==> config.mk <==
export PLATFORM = sky130hd
export DESIGN_NAME = dual_edge_lane_arb
export DESIGN_NICKNAME = d
export VERILOG_FILES = /design/src/rtl/dual_edge_lane_pkg.sv /design/src/rtl/dual_edge_lane_arb_rr_arbiter.sv /design/src/rtl/dual_edge_lane_arb.sv
export SDC_FILE = /design/constraint.sdc
export NUM_CORES = 1
export LEC_CHECK = 0
export CAP_MARGIN = 20
export CORE_MARGIN = 5
export CORE_UTILIZATION = 40
export DETAILED_ROUTE_END_ITERATION = 16
export PLACE_DENSITY = 0.74
export REMOVE_ABC_BUFFERS = 1
export SETUP_SLACK_MARGIN = 0.2
export SLEW_MARGIN = 20
export SYNTH_ARGS = -nofsm -noshare
export SYNTH_HDL_FRONTEND = slang
export SYNTH_SLANG_ARGS = --single-unit
==> constraint.sdc <==
create_clock -name clk_i -period 4.97 [get_ports clk_i]
set_clock_uncertainty 0.1 [all_clocks]
set_input_delay 0.497 -clock clk_i [delete_from_list [all_inputs] [get_ports clk_i]]
set_output_delay 0.497 -clock clk_i [all_outputs]
set_load 0.05 [all_outputs]
==> src/rtl/dual_edge_lane_pkg.sv <==
// Shared types and helpers for the dual-edge lane arbiter.
//   lane_arb_state_e : sequencer states (IDLE, GAP, XFER)
//   MAX_REQ/MAX_IDX_W: upper bound on requesters and owner index width
//   owner_w()        : owner index width for a given requester count
//   rr_pick()        : round-robin winner search, first valid at/after ptr
package dual_edge_lane_pkg;

  localparam int MAX_REQ   = 16;
  localparam int MAX_IDX_W = 4;

  typedef enum logic [1:0] {
    IDLE = 2'd0,
    GAP  = 2'd1,
    XFER = 2'd2
  } lane_arb_state_e;

  function automatic int owner_w(input int num_req);
    return (num_req > 1) ? $clog2(num_req) : 1;
  endfunction

  // valid is zero-extended to MAX_REQ; only the first num_req bits are searched.
  // Returns 0 when nothing is valid; callers qualify with their own any-valid.
  function automatic int rr_pick(input logic [MAX_REQ-1:0] valid,
                                 input int                 ptr,
                                 input int                 num_req);
    int  win;
    int  idx;
    bit  found;
    win   = 0;
    found = 1'b0;
    for (int i = 0; i < MAX_REQ; i++) begin
      if (i < num_req) begin
        idx = ptr + i;
        if (idx >= num_req) idx = idx - num_req;
        if (!found && valid[idx[MAX_IDX_W-1:0]]) begin
          win   = idx;
          found = 1'b1;
        end
      end
    end
    return win;
  endfunction

endpackage

==> src/rtl/dual_edge_lane_arb_rr_arbiter.sv <==
// Round-robin arbiter: combinational pick plus registered priority pointer.
//   clk_i, rst_i : clock, synchronous active-high reset (pointer -> 0)
//   valid_i      : per-requester request
//   adv_i        : advance pointer past adv_idx_i this cycle
//   adv_idx_i    : index of the requester just served
//   any_o        : at least one request present
//   grant_idx_o  : first requester at or after the pointer, wrapping
module dual_edge_lane_arb_rr_arbiter
  import dual_edge_lane_pkg::*;
#(
  parameter int NUM_REQ = 4,
  parameter int IDX_W   = 2
) (
  input  logic               clk_i,
  input  logic               rst_i,
  input  logic [NUM_REQ-1:0] valid_i,
  input  logic               adv_i,
  input  logic [IDX_W-1:0]   adv_idx_i,
  output logic               any_o,
  output logic [IDX_W-1:0]   grant_idx_o
);

  logic [IDX_W-1:0]   ptr_q, ptr_d;
  logic [MAX_REQ-1:0] valid_ext;

  always_comb begin
    valid_ext                = '0;
    valid_ext[NUM_REQ-1:0]   = valid_i;
    any_o                    = |valid_i;
    grant_idx_o              = IDX_W'(rr_pick(valid_ext, int'(ptr_q), NUM_REQ));
  end

  always_comb begin
    ptr_d = ptr_q;
    if (adv_i) begin
      if (adv_idx_i == IDX_W'(NUM_REQ - 1)) ptr_d = '0;
      else                                  ptr_d = adv_idx_i + 1'b1;
    end
  end

  always_ff @(posedge clk_i) begin
    if (rst_i) ptr_q <= '0;
    else       ptr_q <= ptr_d;
  end

endmodule

==> src/rtl/dual_edge_lane_arb.sv <==
// Shares one dual-edge lane register between NUM_REQ packet requesters.
// One requester is granted per packet; its words are forwarded to the lane
// register enable/data one cycle after each valid/ready handshake. GAP_CYCLES
// idle cycles are inserted when ownership changes.
// Optional watchdog: define DUAL_EDGE_LANE_ARB_WATCHDOG_EN to abort a packet
// after TIMEOUT consecutive stall cycles (error_o pulses); otherwise error_o=0.
//
// state | meaning
// IDLE  | no grant; arbitrate among valid requesters
// GAP   | turnaround after an ownership change, lane idle
// XFER  | owner streams words until last
//
// Ports:
//   clk_i, rst_i : clock, synchronous active-high reset
//   req_valid_i  : per-requester word valid
//   req_last_i   : per-requester last word of packet
//   req_data_i   : requester k word at [k*WIDTH +: WIDTH]
//   req_ready_o  : per-requester accept, one-hot or zero
//   lane_en_o    : lane register enable
//   lane_data_o  : lane register data (holds when lane_en_o=0)
//   owner_o      : current or last granted requester
//   busy_o       : packet in progress (GAP or XFER)
//   error_o      : watchdog abort pulse
module dual_edge_lane_arb
  import dual_edge_lane_pkg::*;
#(
  parameter int NUM_REQ    = 4,
  parameter int WIDTH      = 8,
  parameter int GAP_CYCLES = 1,
  parameter int TIMEOUT    = 16
) (
  input  logic                       clk_i,
  input  logic                       rst_i,
  input  logic [NUM_REQ-1:0]         req_valid_i,
  input  logic [NUM_REQ-1:0]         req_last_i,
  input  logic [NUM_REQ*WIDTH-1:0]   req_data_i,
  output logic [NUM_REQ-1:0]         req_ready_o,
  output logic                       lane_en_o,
  output logic [WIDTH-1:0]           lane_data_o,
  output logic [$clog2(NUM_REQ)-1:0] owner_o,
  output logic                       busy_o,
  output logic                       error_o
);

  localparam int IDX_W = $clog2(NUM_REQ);
  localparam int GAP_W = 4;

  lane_arb_state_e  state_q, state_d;
  logic [IDX_W-1:0] owner_q, owner_d;
  logic [GAP_W-1:0] gap_cnt_q, gap_cnt_d;
  logic             lane_en_q, lane_en_d;
  logic [WIDTH-1:0] lane_data_q, lane_data_d;

  logic             arb_any;
  logic [IDX_W-1:0] arb_idx;
  logic             adv;

  logic [WIDTH-1:0] data_arr [NUM_REQ];

  for (genvar g = 0; g < NUM_REQ; g++) begin : g_unpack
    assign data_arr[g] = req_data_i[g*WIDTH +: WIDTH];
  end

  dual_edge_lane_arb_rr_arbiter #(
    .NUM_REQ (NUM_REQ),
    .IDX_W   (IDX_W)
  ) u_rr (
    .clk_i       (clk_i),
    .rst_i       (rst_i),
    .valid_i     (req_valid_i),
    .adv_i       (adv),
    .adv_idx_i   (owner_q),
    .any_o       (arb_any),
    .grant_idx_o (arb_idx)
  );

`ifdef DUAL_EDGE_LANE_ARB_WATCHDOG_EN
  localparam int WD_W = $clog2(TIMEOUT + 1);
  logic [WD_W-1:0] wd_cnt_q, wd_cnt_d;
  logic            error_q, error_d;
  logic            wd_expire;

  // Counts consecutive owner stall cycles in XFER; any transfer clears it.
  always_comb begin
    wd_cnt_d = '0;
    if (state_q == XFER && !req_valid_i[owner_q]) wd_cnt_d = wd_cnt_q + 1'b1;
  end

  assign wd_expire = (state_q == XFER) && !req_valid_i[owner_q] &&
                     (wd_cnt_q == WD_W'(TIMEOUT - 1));

  always_ff @(posedge clk_i) begin
    if (rst_i) begin
      wd_cnt_q <= '0;
      error_q  <= 1'b0;
    end else begin
      wd_cnt_q <= wd_cnt_d;
      error_q  <= error_d;
    end
  end

  assign error_o = error_q;
`else
  logic wd_expire;
  assign wd_expire = 1'b0;
  // TIMEOUT only matters with the watchdog; this evaluates to a constant 0.
  assign error_o   = (TIMEOUT < 0);
`endif

  always_comb begin
    state_d     = state_q;
    owner_d     = owner_q;
    gap_cnt_d   = gap_cnt_q;
    lane_en_d   = 1'b0;
    lane_data_d = lane_data_q;
    adv         = 1'b0;
    req_ready_o = '0;
`ifdef DUAL_EDGE_LANE_ARB_WATCHDOG_EN
    error_d     = 1'b0;
`endif
    case (state_q)
      IDLE: begin
        if (arb_any) begin
          owner_d = arb_idx;
          // Re-granting the previous owner needs no turnaround.
          if (arb_idx != owner_q && GAP_CYCLES > 0) begin
            state_d   = GAP;
            gap_cnt_d = GAP_W'(GAP_CYCLES - 1);
          end else begin
            state_d = XFER;
          end
        end
      end
      GAP: begin
        if (gap_cnt_q == '0) state_d = XFER;
        else                 gap_cnt_d = gap_cnt_q - 1'b1;
      end
      XFER: begin
        req_ready_o[owner_q] = req_valid_i[owner_q];
        if (req_valid_i[owner_q]) begin
          lane_en_d   = 1'b1;
          lane_data_d = data_arr[owner_q];
          if (req_last_i[owner_q]) begin
            state_d = IDLE;
            adv     = 1'b1;
          end
        end else if (wd_expire) begin
          state_d = IDLE;
          adv     = 1'b1;
`ifdef DUAL_EDGE_LANE_ARB_WATCHDOG_EN
          error_d = 1'b1;
`endif
        end
      end
      default: state_d = IDLE;
    endcase
  end

  always_ff @(posedge clk_i) begin
    if (rst_i) begin
      state_q     <= IDLE;
      owner_q     <= '0;
      gap_cnt_q   <= '0;
      lane_en_q   <= 1'b0;
      lane_data_q <= '0;
    end else begin
      state_q     <= state_d;
      owner_q     <= owner_d;
      gap_cnt_q   <= gap_cnt_d;
      lane_en_q   <= lane_en_d;
      lane_data_q <= lane_data_d;
    end
  end

  assign lane_en_o   = lane_en_q;
  assign lane_data_o = lane_data_q;
  assign owner_o     = owner_q;
  assign busy_o      = (state_q != IDLE);

endmodule

* Word level (Yosys, flattened, before mapping)
Index checks and enable logic that the tools add are counted.
** Word-level totals
- Bits in registers :: 19
- Input port bits :: 42
- Word-level logic and storage cells :: 100
** Operators by class
- $add $sub $neg :: 9
- Magnitude comparators :: 11
- Equality and inequality tests :: 10
- Mux-type cells :: 44
- Bitwise operators :: 3
- Reduce and logical (&&, ||, !) cells :: 17
** Operators by type and width (count)
- 32-bit by 4-bit >= comparator with 1-bit output (second input constant) :: 3
- 4-bit two-way mux :: 8
- 4-bit by 5-bit less-than comparator with 1-bit output (second input constant) :: 4
- 2-bit two-way mux :: 10
- 1-bit binary-select mux with 4-bit select :: 4
- 8-bit binary-select mux with 2-bit select :: 1
- 8-bit two-way mux :: 2
- 1-bit two-way mux :: 14
- 2-bit inequality test (second input constant) :: 6
- 3-bit by 3-bit subtractor with 4-bit output (second input constant) :: 3
- 4-bit case mux with 2 select lines :: 1
- 4-bit AND reduction :: 2
- 2-bit by 2-bit adder with 3-bit output (second input constant) :: 2
- 2-bit case mux with 3 select lines :: 1
- 4-bit AND :: 1
- 1-bit binary-select mux with 2-bit select :: 2
- 2-bit == test (second input constant) :: 2
- 1-bit logical AND :: 4
- 4-bit zero test :: 1
- 2-bit AND reduction :: 2
- 2-bit nonzero test :: 2
- 4-bit OR reduction :: 1
- 2-bit by 3-bit subtractor with 4-bit output (second input constant) :: 1
- 4-bit by 1-bit subtractor with 4-bit output (second input constant) :: 1
- 14 further kinds :: 16

* Logic depth before layout (Yosys ltp)
Gate-level depths: netlist (run 1).
- Word-level depth :: 18
- Depth in mapped cells :: 9
- Gate-level depth less buffers :: 8

* Modules after synthesis
From an unflattened synthesis (run 1), not the netlist that was laid out.
** Second synthesis, totals
- Cell total of the unflattened synthesis :: 161
- Area total of the unflattened synthesis :: 1457.6 um^2
** Modules (own cells, without submodules)
- dual_edge_lane_arb :: instances 1, cells an instance 109, area an instance 1063.5 um^2
- dual_edge_lane_arb_rr_arbiter :: instances 1, cells an instance 52, area an instance 394.1 um^2

* Worst setup path before layout (run 1)
OpenSTA, ideal clock, no wires.
- Path kind :: register to output
- Start :: register owner_q[0], in the netlist owner_o[0]
- End :: output req_ready_o[0]
- Data arrival time :: 2.211 ns
- Required time :: 4.373 ns
- Path slack :: 2.162 ns
- Cell stages (with the launch flop) :: 6
- Buffers on the path :: 2
- Cell sequence :: dfxtp_1 mux4_2 and3b_1 buf_2 buf_1 and2_1
** On the way
- Cells in the longest elaborated chain, start to end :: 6
- Elaborated cells between the ends (all ways) :: 9
- Classes of those cells :: 2 x order compare; 5 x mux; 1 x bitwise; 1 x reduce/logical
** RTL lines
- start, declared :: RTL line dual_edge_lane_arb.sv:49 : logic [IDX_W-1:0] owner_q, owner_d;
- start signal, assigned :: RTL line dual_edge_lane_arb.sv:168 : owner_q <= owner_d;
- 2-bit by 3-bit less-than comparator with 1-bit output (not written as such) / 2-bit by 1-bit >= comparator with 1-bit output (equally long branches) :: RTL line dual_edge_lane_arb.sv:139 : req_ready_o[owner_q] = req_valid_i[owner_q];
- 1-bit logical AND (not written as such) :: RTL line dual_edge_lane_arb.sv:139
- 1-bit two-way mux (not written as such) :: RTL line dual_edge_lane_arb.sv:139
- 1-bit demux with 2-bit select :: RTL line dual_edge_lane_arb.sv:139
- 4-bit AND (no source line) (*)
- 4-bit two-way mux (*) :: RTL line dual_edge_lane_arb.sv:121 : case (state_q)
- end, declared :: RTL line dual_edge_lane_arb.sv:37 : output logic [NUM_REQ-1:0] req_ready_o,
Mark *: on every way between the ends. The rest lies on a longest branch, timed or not. The select of a mux whose other input is x is not followed.

* Worst setup path after layout (run 1)
- Start :: input req_valid_i[2]
- End :: output req_ready_o[2]
** On the way
- Cells in the longest elaborated chain, start to end :: 4
** RTL lines
- start, declared :: RTL line dual_edge_lane_arb.sv:34 : input logic [NUM_REQ-1:0] req_valid_i,
- 1-bit binary-select mux with 2-bit select :: RTL line dual_edge_lane_arb.sv:139
- 1-bit two-way mux (not written as such) :: RTL line dual_edge_lane_arb.sv:139
- 4-bit AND (no source line)
- 4-bit two-way mux :: RTL line dual_edge_lane_arb.sv:121
No other way between the ends. The select of a mux whose other input is x is not followed.

==> results of run 1 <==
## cell usage after synthesis (6+ instances only)
master   instances
a21oi_1          9
and2_1           6
dfxtp_1         19
ha_1            10
inv_1            8
mux2i_1         14
mux4_2          11
nand2_1          9
nor2_1          17
nor2b_1          6
## path summary, 6_finish.rpt
check / start / endpoint
min: lane_data_o[0]$_SDFFE_PP0P_ / lane_data_o[0]$_SDFFE_PP0P_
min reg2reg: lane_data_o[0]$_SDFFE_PP0P_ / lane_data_o[0]$_SDFFE_PP0P_
max: req_valid_i[2] / req_ready_o[2]
max reg2reg: u_rr.ptr_q[0]$_SDFFE_PP0P_ / gap_cnt_q[0]$_SDFFE_PP0P_
## cells by family (layout without fill, tap and decap cells)
logic type / count (synthesis) / count (layout)
xor gates and xnor gates: 2 / 2
adders and majority gates: 10 / 10
buffers and inverters: 18 / 70
other: 1 / 1
and+or+nand+nor: 56 / 56
DFF: 19 / 19
AOI/OAI and AO/OA: 32 / 32
muxes: 27 / 27
## critical path, delay by kind of cell
| kind | cells | cell delay, ns |
|---|---|---|
| multiplexers | 1 | 0.30 |
| buffers and inverters | 2 | 1.43 |
| AND/OR/NAND/NOR | 2 | 0.82 |
## sequential cells by signal (all words and copies together) (netlist names)
register     flops
owner_o          2
u_rr.ptr_q       2
gap_cnt_q        4
lane_en_o        1
lane_data_o      8
state_q          2
## layout make-up
cell class              count  area, um2  area share (%)
flip-flops and latches     19        380            17.4
clock buffers               3       41.3            1.89
well taps                  48       60.1            2.75
clock inverters             1       5.00           0.229
multi-input cells         128       1090            49.9
repair buffers             58        578            26.4
inverters                   8       30.0            1.37
## metrics by stage
step	total power, mW	setup WS [ns]
after floorplan	0.525	1.97
after global placement	0.668	1.35
after global routing	0.830	1.14
after CTS	0.779	1.31
after detailed placement	0.668	1.32
final	0.775	1.32
## power groups by stage
| stage | Sequential [mW] | Clock (mW) | Combinational (mW) |
|---|---|---|---|
| 3_3_place_gp | 0.216 | 0 | 0.453 |
| 2_1_floorplan | 0.278 | 0 | 0.247 |
| 6_report | 0.212 | 0.109 | 0.454 |
| 3_5_place_dp | 0.215 | 0 | 0.453 |
| 4_1_cts | 0.212 | 0.109 | 0.457 |
| 5_1_grt | 0.218 | 0.118 | 0.493 |
## routing by layer
metal,vias up,track usage (%),share of wire [%]
li1,710,-,-
met1,673,19.7,44
met2,54,24.9,45
met3,5,4.99,9.4
met4,0,5.53,1.6
met5,-,0,0
==> qor.csv, run 1 <==
metric,value,unit
grt_pass1_wl,6.53,mm
cts_buffers,3,
fill_cells,331,
synthAdderAreaFrac,8.00,%
async_flop_share,0,%
synth.top_cell.area_share,24.3,%
postCtsSetupBuffers,0,
hold_viol,0,
arrival,3.05,ns
num_antenna_cells,0,
swShare,44.2,%
cts_resized,0,
p_clk_share,14.1,%
grtUsageTotal,15.6,%
final_cell_mix,"57 x clkdlybuf4s50_1, 19 x dfxtp_1, 17 x nor2_1, 14 x mux2i_1, 11 x mux4_2",
final_area,2190,um2
critPathSlowestCell,clkdlybuf4s50_1,
hold_slack,0.413,ns
pwr-share-seq,27.4,%
cp-end-kind,primary output,
power.density,355,nW/um2
synth-seq-cells,19,
rows,22,
fin_util,58.8,%
drtIter0Drc,98,
placed_area,2140,um2
pwr-share-comb,58.5,%
layout_commonest_cell,clkdlybuf4s50_1,
numClockSinks,19,
layout_min_cycle_time,3.65,ns
place.gp.congestion,0.773,
status,"complete, no violations",
postSynthAreaPerCell,9.48,um2
hold_class,flip-flop to flip-flop,
clock_latency,0.26,ns
fp.coreArea,3720,um2
path_class,input port to primary output,
die_area,5260,um2
wl,3.83,mm
nNetsFinal,270,
slew_viol_final,0,
synthesis.area,1560,um2
critPathMaxFanout,15,
ys_seq_area_share,24.3,%
io_buffers,57,
crit_required,4.37,ns
io_pins,59,
dieWidth,72.5,um
slowest_delay,0.81,ns
area_delta_synth_final,39.8,%
wl_per_cell,14.5,um
critPathLaunchType,input port,
grt_pass1_vias,1427,
final_antenna_net_count,0,
synth_top_cell_by_area,dfxtp_1,
cts_tree,built,
synth_edf_count,0,
synth.mux.area_fraction,26.2,%
synthFlopType,dfxtp_1,
grt_max_degree,23,
crit_chain,clkdlybuf4s50_1 -> mux4_2 -> and3b_1 -> and2_1 -> clkdlybuf4s50_1,
via_per_inst,5.44,
syn_inst,165,
final_cells,265,
synth_compound_area_share,15.4,%
fin_crit_sh,73.4,%
peakVddDrop,0.201,mV
cts.clk_slew.worst_paths,0.07,ns
dr.pass1.iters,4,
rsz0062_at_grt,no,
drv_cap,0,
initial_utilization,42.1,%
whs_path_depth,2,
r2r_cells,8,
ctsRootBufferMaster,clkbuf_8,
grt_overflow,0,
tns,0,ns
htree_levels,1,
drive_gt1_share,10.1,%
synth.distinct_cells,44,
routed-via-count,1442,
relSlewSlack,46.6,%
synth_top_family_by_area,multiplexers,
rrSetupSlack,2.02,ns
synth_xor_area_share,1.60,%
leakage,0.789,nW
antenna_found_initial,0,
cp_common_cell,clkdlybuf4s50_1,
fp.dieH,72.5,um
dp_hpwl,3.02,mm
holdBufCountCts,0,
yosysWarningCount,0,
ctsLongestPathBuffers,2,
max_freq,274,MHz
dp_cells,261,
setup_viol,0,
synthSimpleGateAreaFrac,18.2,%
p_int,0.432,mW
tightest_slew,0.799,ns
switchingPower,0.343,mW
drc,0,
ys_top_cells_by_area,"dfxtp_1 24%, mux4_2 16%, mux2i_1 9.0%, ha_1 8.0%, nor2_1 4.1%",
(Power assumes the default switching activity.)
==> inputs of run 2 (changes only) <==
Clock period 4.97 ns to 3.6 ns, I/O delays scaled along.
==> run 2 against run 1 <==
Net effect:
- sequential power increased by 34%
- largest power group unchanged
- routed wire length up 0.94%
- utilization increased by 0.34 points
- final cell count grew 1.1%
- register-to-register slack got worse by 0.91 ns
- largest cell class unchanged
- setup slack lost 0.30 ns
- count of clock-buffer cells in the layout unchanged
- total power up 37%
- via count increased by 1.4%
==> qor.csv, run 2 (synthesis results as in run 1) <==
metric,value,unit,change
status,"complete, no violations",,
use_met1,17.4,%,-2.3 points
nNetsFinal,273,,+1.1%
hold_viol,0,,unchanged
power.density,485,nW/um2,+37%
fp.coreArea,3720,um2,unchanged
slew_viol_final,0,,unchanged
numClockSinks,19,,unchanged
setup_viol,0,,unchanged
endpoint,req_ready_o[3],,
max_freq,388,MHz,
top_usage_layer,met2,,
hold_class,flip-flop to flip-flop,,
rows,22,,unchanged
drv_cap,0,,unchanged
dr.pass1.iters,4,,unchanged
arrival,2.12,ns,-0.93 ns
final_cells,268,,+1.1%
io_pins,59,,unchanged
fin_util,59.2,%,+0.34 points
dp_cells,264,,+1.1%
initial_utilization,42.1,%,unchanged
grt_pass1_vias,1482,,+3.9%
total_power,1.07,mW,+37%
fp.dieH,72.5,um,unchanged
area_delta_synth_final,40.6,%,
layout_min_cycle_time,2.58,ns,
p_clk_share,13.6,%,-0.5 points
crit_required,3.14,ns,-1.23 ns
rrSetupSlack,1.11,ns,-0.91 ns
cts_buffers,3,,unchanged
wl_per_cell,14.4,um,-0.19%
switchingPower,0.465,mW,+35%
num_antenna_cells,0,,unchanged
dp_hpwl,3.22,mm,+6.6%
htree_levels,1,,unchanged
p_int,0.601,mW,+39%
path_class,flip-flop to primary output,,
rsz0062_at_grt,no,,
postCtsSetupBuffers,0,,unchanged
die_area,5260,um2,unchanged
place.gp.congestion,0.814,,+5.3%
r2r_end,gap_cnt_q[0]$_SDFFE_PP0P_,,
grt_max_degree,23,,unchanged
use_met3,6.65,%,+1.7 points
drive_gt1_share,13.2,%,+3.0 points
cp-end-kind,primary output,,
final_area,2200,um2,+0.57%
pwr-share-comb,59.7,%,+1.2 points
largest_register_ffs,8,,unchanged
fin_crit_sh,71.6,%,
critPathMaxFanout,15,,unchanged
antenna_found_initial,0,,unchanged
tns,0,ns,unchanged
worstReg2RegStart,u_rr.ptr_q[0]$_SDFFE_PP0P_,,
dieWidth,72.5,um,unchanged
via_per_inst,5.46,,+0.25%
pwr-share-seq,26.6,%,-0.8 points
relSlewSlack,46.5,%,-0.077 points
crit_start,owner_o[1]$_SDFFE_PP0P_,,
cts_resized,0,,unchanged
r2r_cells,8,,unchanged
grtUsageMet2,25.6,%,+0.60 points
placed_area,2150,um2,+0.58%
routed-via-count,1462,,+1.4%
peakVddDrop,0.291,mV,+45%
ctsLongestPathBuffers,2,,unchanged
leakage,0.813,nW,+3.1%
holdBufCountCts,0,,unchanged
grt_pass1_wl,6.35,mm,-2.8%
swShare,43.6,%,-0.63 points
ctsRootBufferMaster,clkbuf_8,,
critPathLaunchType,flip-flop,,
cts.clk_slew.worst_paths,0.07,ns,about the same
grt_overflow,0,,unchanged
grtUsageTotal,15.0,%,-0.60 points
clock_latency,0.25,ns,about the same
layout_commonest_cell,clkdlybuf4s50_1,,
io_buffers,57,,unchanged
final_cell_mix,"53 x clkdlybuf4s50_1, 19 x dfxtp_1, 17 x nor2_1, 14 x mux2i_1, 11 x mux4_2",,
tightest_slew,0.800,ns,+0.00115 ns
cts_tree,built,,
drtIter0Drc,71,,-28%
drc,0,,unchanged
wl,3.87,mm,+0.94%
final_antenna_net_count,0,,unchanged
-- run 2: changes by cell type in the layout (fill, tap and decap cells not counted), sizes merged --
| cell | change |
|---|---|
| buf | +7 |
| clkdlybuf4s50 | -4 |
-- run 2: final cells by class --
class | count | area (um2)
Clock buffer | 3 | 41.3
Clock inverter | 1 | 5.00
Fill cell | 332 | 1520
Inverter | 8 | 30.0
Multi-Input combinational cell | 128 | 1090
Sequential cell | 19 | 380
Tap cell | 48 | 60.1
Timing Repair Buffer | 61 | 591
-- run 2: per-layer routing --
layer / share of wire (%) / vias to the layer above
li1: - / 717
met1: 40 / 684
met2: 48 / 59
met3: 11 / 2
met4: 0.65 / 0
met5: 0 / -
-- run 2: worst min path at each step --
stage                     cells after the start                         from                     endpoint
after detailed placement                      2  lane_data_o[2]$_SDFFE_PP0P_  lane_data_o[2]$_SDFFE_PP0P_
after global routing                          2  lane_data_o[2]$_SDFFE_PP0P_  lane_data_o[2]$_SDFFE_PP0P_
after floorplan                               1                        rst_i   u_rr.ptr_q[0]$_SDFFE_PP0P_
final                                         2  lane_data_o[2]$_SDFFE_PP0P_  lane_data_o[2]$_SDFFE_PP0P_
after global placement                        2  lane_data_o[0]$_SDFFE_PP0P_  lane_data_o[0]$_SDFFE_PP0P_
after CTS                                     2  lane_data_o[2]$_SDFFE_PP0P_  lane_data_o[2]$_SDFFE_PP0P_
-- run 2: worst max-delay path, stage by stage (launching register included) --
cell and delay [ns]:
dfxtp_1 0.76, mux4_2 0.42, and3b_1 0.29, and2_1 0.20, buf_4 0.19
-- run 2: power groups by stage --
stage | Sequential (mW) | Clock [mW] | Combinational [mW]
after global placement | 0.290 | 0 | 0.635
after CTS | 0.285 | 0.147 | 0.644
after floorplan | 0.383 | 0 | 0.342
after detailed placement | 0.290 | 0 | 0.640
after global routing | 0.290 | 0.160 | 0.688
final | 0.284 | 0.145 | 0.637
-- run 2: per-stage QoR --
stage | hold slack, ns | worst slack [ns]
after floorplan | 0.329 | 0.733
after CTS | 0.405 | 0.984
after global placement | 0.371 | 0.946
after global routing | 0.430 | 0.894
after detailed placement | 0.388 | 0.913
final | 0.402 | 1.02
==> inputs of run 3 (changes only) <==
Settings changed: PLACE_DENSITY 0.74 to 0.77.
Clock period 3.6 ns to 2.2 ns, I/O delays scaled along.
==> run 3 against run 2 <==
Net effect:
- the flow now finishes with violations (setup timing)
- count of clock-buffer cells in the layout is the same
- first-iteration DRC count shrank 21%
- utilization grew 11 points
- largest power group unchanged
- highest routed layer unchanged
==> qor.csv, run 3 (synthesis results as in run 1) <==
metric,value,unit,change
hold_viol,0,,unchanged
die_area,5260,um2,unchanged
area_delta_synth_final,66.8,%,
final_area,2610,um2,+19%
fp.dieH,72.5,um,unchanged
total_power,2.08,mW,+95%
max_freq,445,MHz,
slew_viol_final,0,,unchanged
use_met1,21.3,%,+3.9 points
grt_overflow,0,,unchanged
wl,4.96,mm,+28%
critPathLaunchType,flip-flop,,
routed-via-count,1656,,+13%
path_class,flip-flop to flip-flop,,
top_usage_layer,met2,,
swShare,42.3,%,-1.3 points
wl_per_cell,16.5,um,+14%
fp.coreArea,3720,um2,unchanged
drc,0,,unchanged
drtIter0Drc,56,,-21%
use_met3,4.43,%,-2.2 points
crit_start,u_rr.ptr_q[0]$_SDFFE_PP0P_,,
pwr-share-comb,65.7,%,+6.0 points
worstReg2RegStart,u_rr.ptr_q[0]$_SDFFE_PP0P_,,
grt_pass1_wl,7.45,mm,+17%
seqCellArea,390,um2,+2.6%
final_antenna_net_count,0,,unchanged
grt_max_degree,17,,-26%
status,"complete, but fails checks",,
fill_cells,270,,-19%
peakVddDrop,0.496,mV,+70%
final_cells,301,,+12%
final_cell_mix,"46 x clkdlybuf4s50_1, 34 x buf_4, 17 x nor2_1, 15 x dfxtp_1, 13 x mux2i_1",,
setup_viol,5,,+5
pwr-share-seq,22.4,%,-4.2 points
rsz0062_at_grt,yes,,
cts_tree,built,,
antenna_found_initial,0,,unchanged
clock_latency,0.25,ns,about the same
critPathMaxFanout,5,,-10
rows,22,,unchanged
tightest_slew,0.567,ns,-0.233 ns
power.density,797,nW/um2,+64%
drv_cap,0,,unchanged
ctsLongestPathBuffers,2,,unchanged
layout_commonest_cell,clkdlybuf4s50_1,,
layout_min_cycle_time,2.25,ns,
fin_crit_sh,102,%,
grtUsageMet2,31.2,%,+5.6 points
violations,setup timing,,
via_per_inst,5.50,,+0.85%
initial_utilization,42.1,%,unchanged
cts_buffers,3,,unchanged
multi_input_area,1190,um2,+9.2%
crit_required,2.25,ns,-0.89 ns
io_buffers,57,,unchanged
num_antenna_cells,0,,unchanged
cts.clk_slew.worst_paths,0.08,ns,about the same
arrival,2.29,ns,+0.17 ns
hold_class,flip-flop to flip-flop,,
grtUsageTotal,17.6,%,+2.6 points
leakage,1.03,nW,+27%
p_int,1.20,mW,+100%
nNetsFinal,306,,+12%
timing.final.ws_setup,-0.0464,ns,-1.07 ns
dieWidth,72.5,um,unchanged
largest_register_ffs,8,,unchanged
dr.pass1.iters,4,,unchanged
drive_gt1_share,34.8,%,+22 points
io_pins,59,,unchanged
htree_levels,1,,unchanged
p_clk_share,11.8,%,-1.8 points
place.gp.congestion,0.802,,-1.5%
numClockSinks,19,,unchanged
ctsRootBufferMaster,clkbuf_8,,
worstHoldStart,lane_data_o[1]$_SDFFE_PP0P_,,
placed_area,2310,um2,+7.3%
grt_pass1_vias,1655,,+12%
switchingPower,0.878,mW,+89%
cp-end-kind,flip-flop,,
dp_hpwl,3.37,mm,+4.7%
fin_util,70.2,%,+11 points
relSlewSlack,62.1,%,+16 points
dp_cells,284,,+7.6%
run 3: changes by cell type in the layout (fill, tap and decap cells not counted), sizes merged:
cell / before / now
buf: 8 / 43
clkdlybuf4s15: 0 / 2
clkdlybuf4s50: 53 / 46
dlygate4sd2: 0 / 2
dlymetal6s2s: 0 / 1
run 3: final cells by class:
class / count / area share [%]
clock buffer: 3 / 1.58
clock inverter: 1 / 0.192
inverter: 8 / 1.15
multi-input combinational: 128 / 45.7
sequential: 19 / 15.0
tap: 48 / 2.30
timing repair buffer: 94 / 34.1
run 3: timing repair:
action,CTS,global route
endpoints found under the hold margin,0,0
endpoints found under the setup margin,18,16
hold buffers,0,0
setup buffers,8,5
resized for setup,42,7
pin swaps,16,8
run 3: worst paths after layout:
kind	endpoint	slack (ns)	cells after the start
setup / recovery	gap_cnt_q[1]$_SDFFE_PP0P_	-0.05	8
hold / removal	lane_data_o[1]$_SDFFE_PP0P_	0.40	2
setup reg to reg	gap_cnt_q[1]$_SDFFE_PP0P_	-0.05	8
hold reg to reg	lane_data_o[1]$_SDFFE_PP0P_	0.40	2
run 3: critical path: stages, from the launching register on:
cell and delay (ns):
dfxtp_4 0.36, buf_6 0.13, buf_4 0.15, mux2i_1 0.14, or3_4 0.35, a211o_1 0.33, a31o_1 0.20, and2_4 0.18
a41o_1 0.20
run 3: power groups by stage:
stage	clock network [mW]	registers, mW	logic (mW)
6_report	0.246	0.467	1.37
5_1_grt	0.264	0.477	1.45
4_1_cts	0.245	0.463	1.29
3_5_place_dp	0	0.466	1.14
3_3_place_gp	0	0.464	1.13
2_1_floorplan	0	0.627	0.559
run 3: routing by layer:
layer | vias up | part of all wire (%)
li1 | 785 | -
met1 | 798 | 41
met2 | 67 | 50
met3 | 6 | 7.9
met4 | 0 | 0.95
met5 | - | 0
run 3: per-stage QoR:
stage               hold slack (ns)  worst slack [ns]  setup TNS [ns]
floorplan                     0.189            -0.527           -7.61
global placement              0.373            -0.185           -1.73
detailed placement            0.387            -0.243           -2.16
CTS                           0.406           -0.0261         -0.0838
global route                  0.437            -0.120          -0.606
finish                        0.403           -0.0464          -0.149
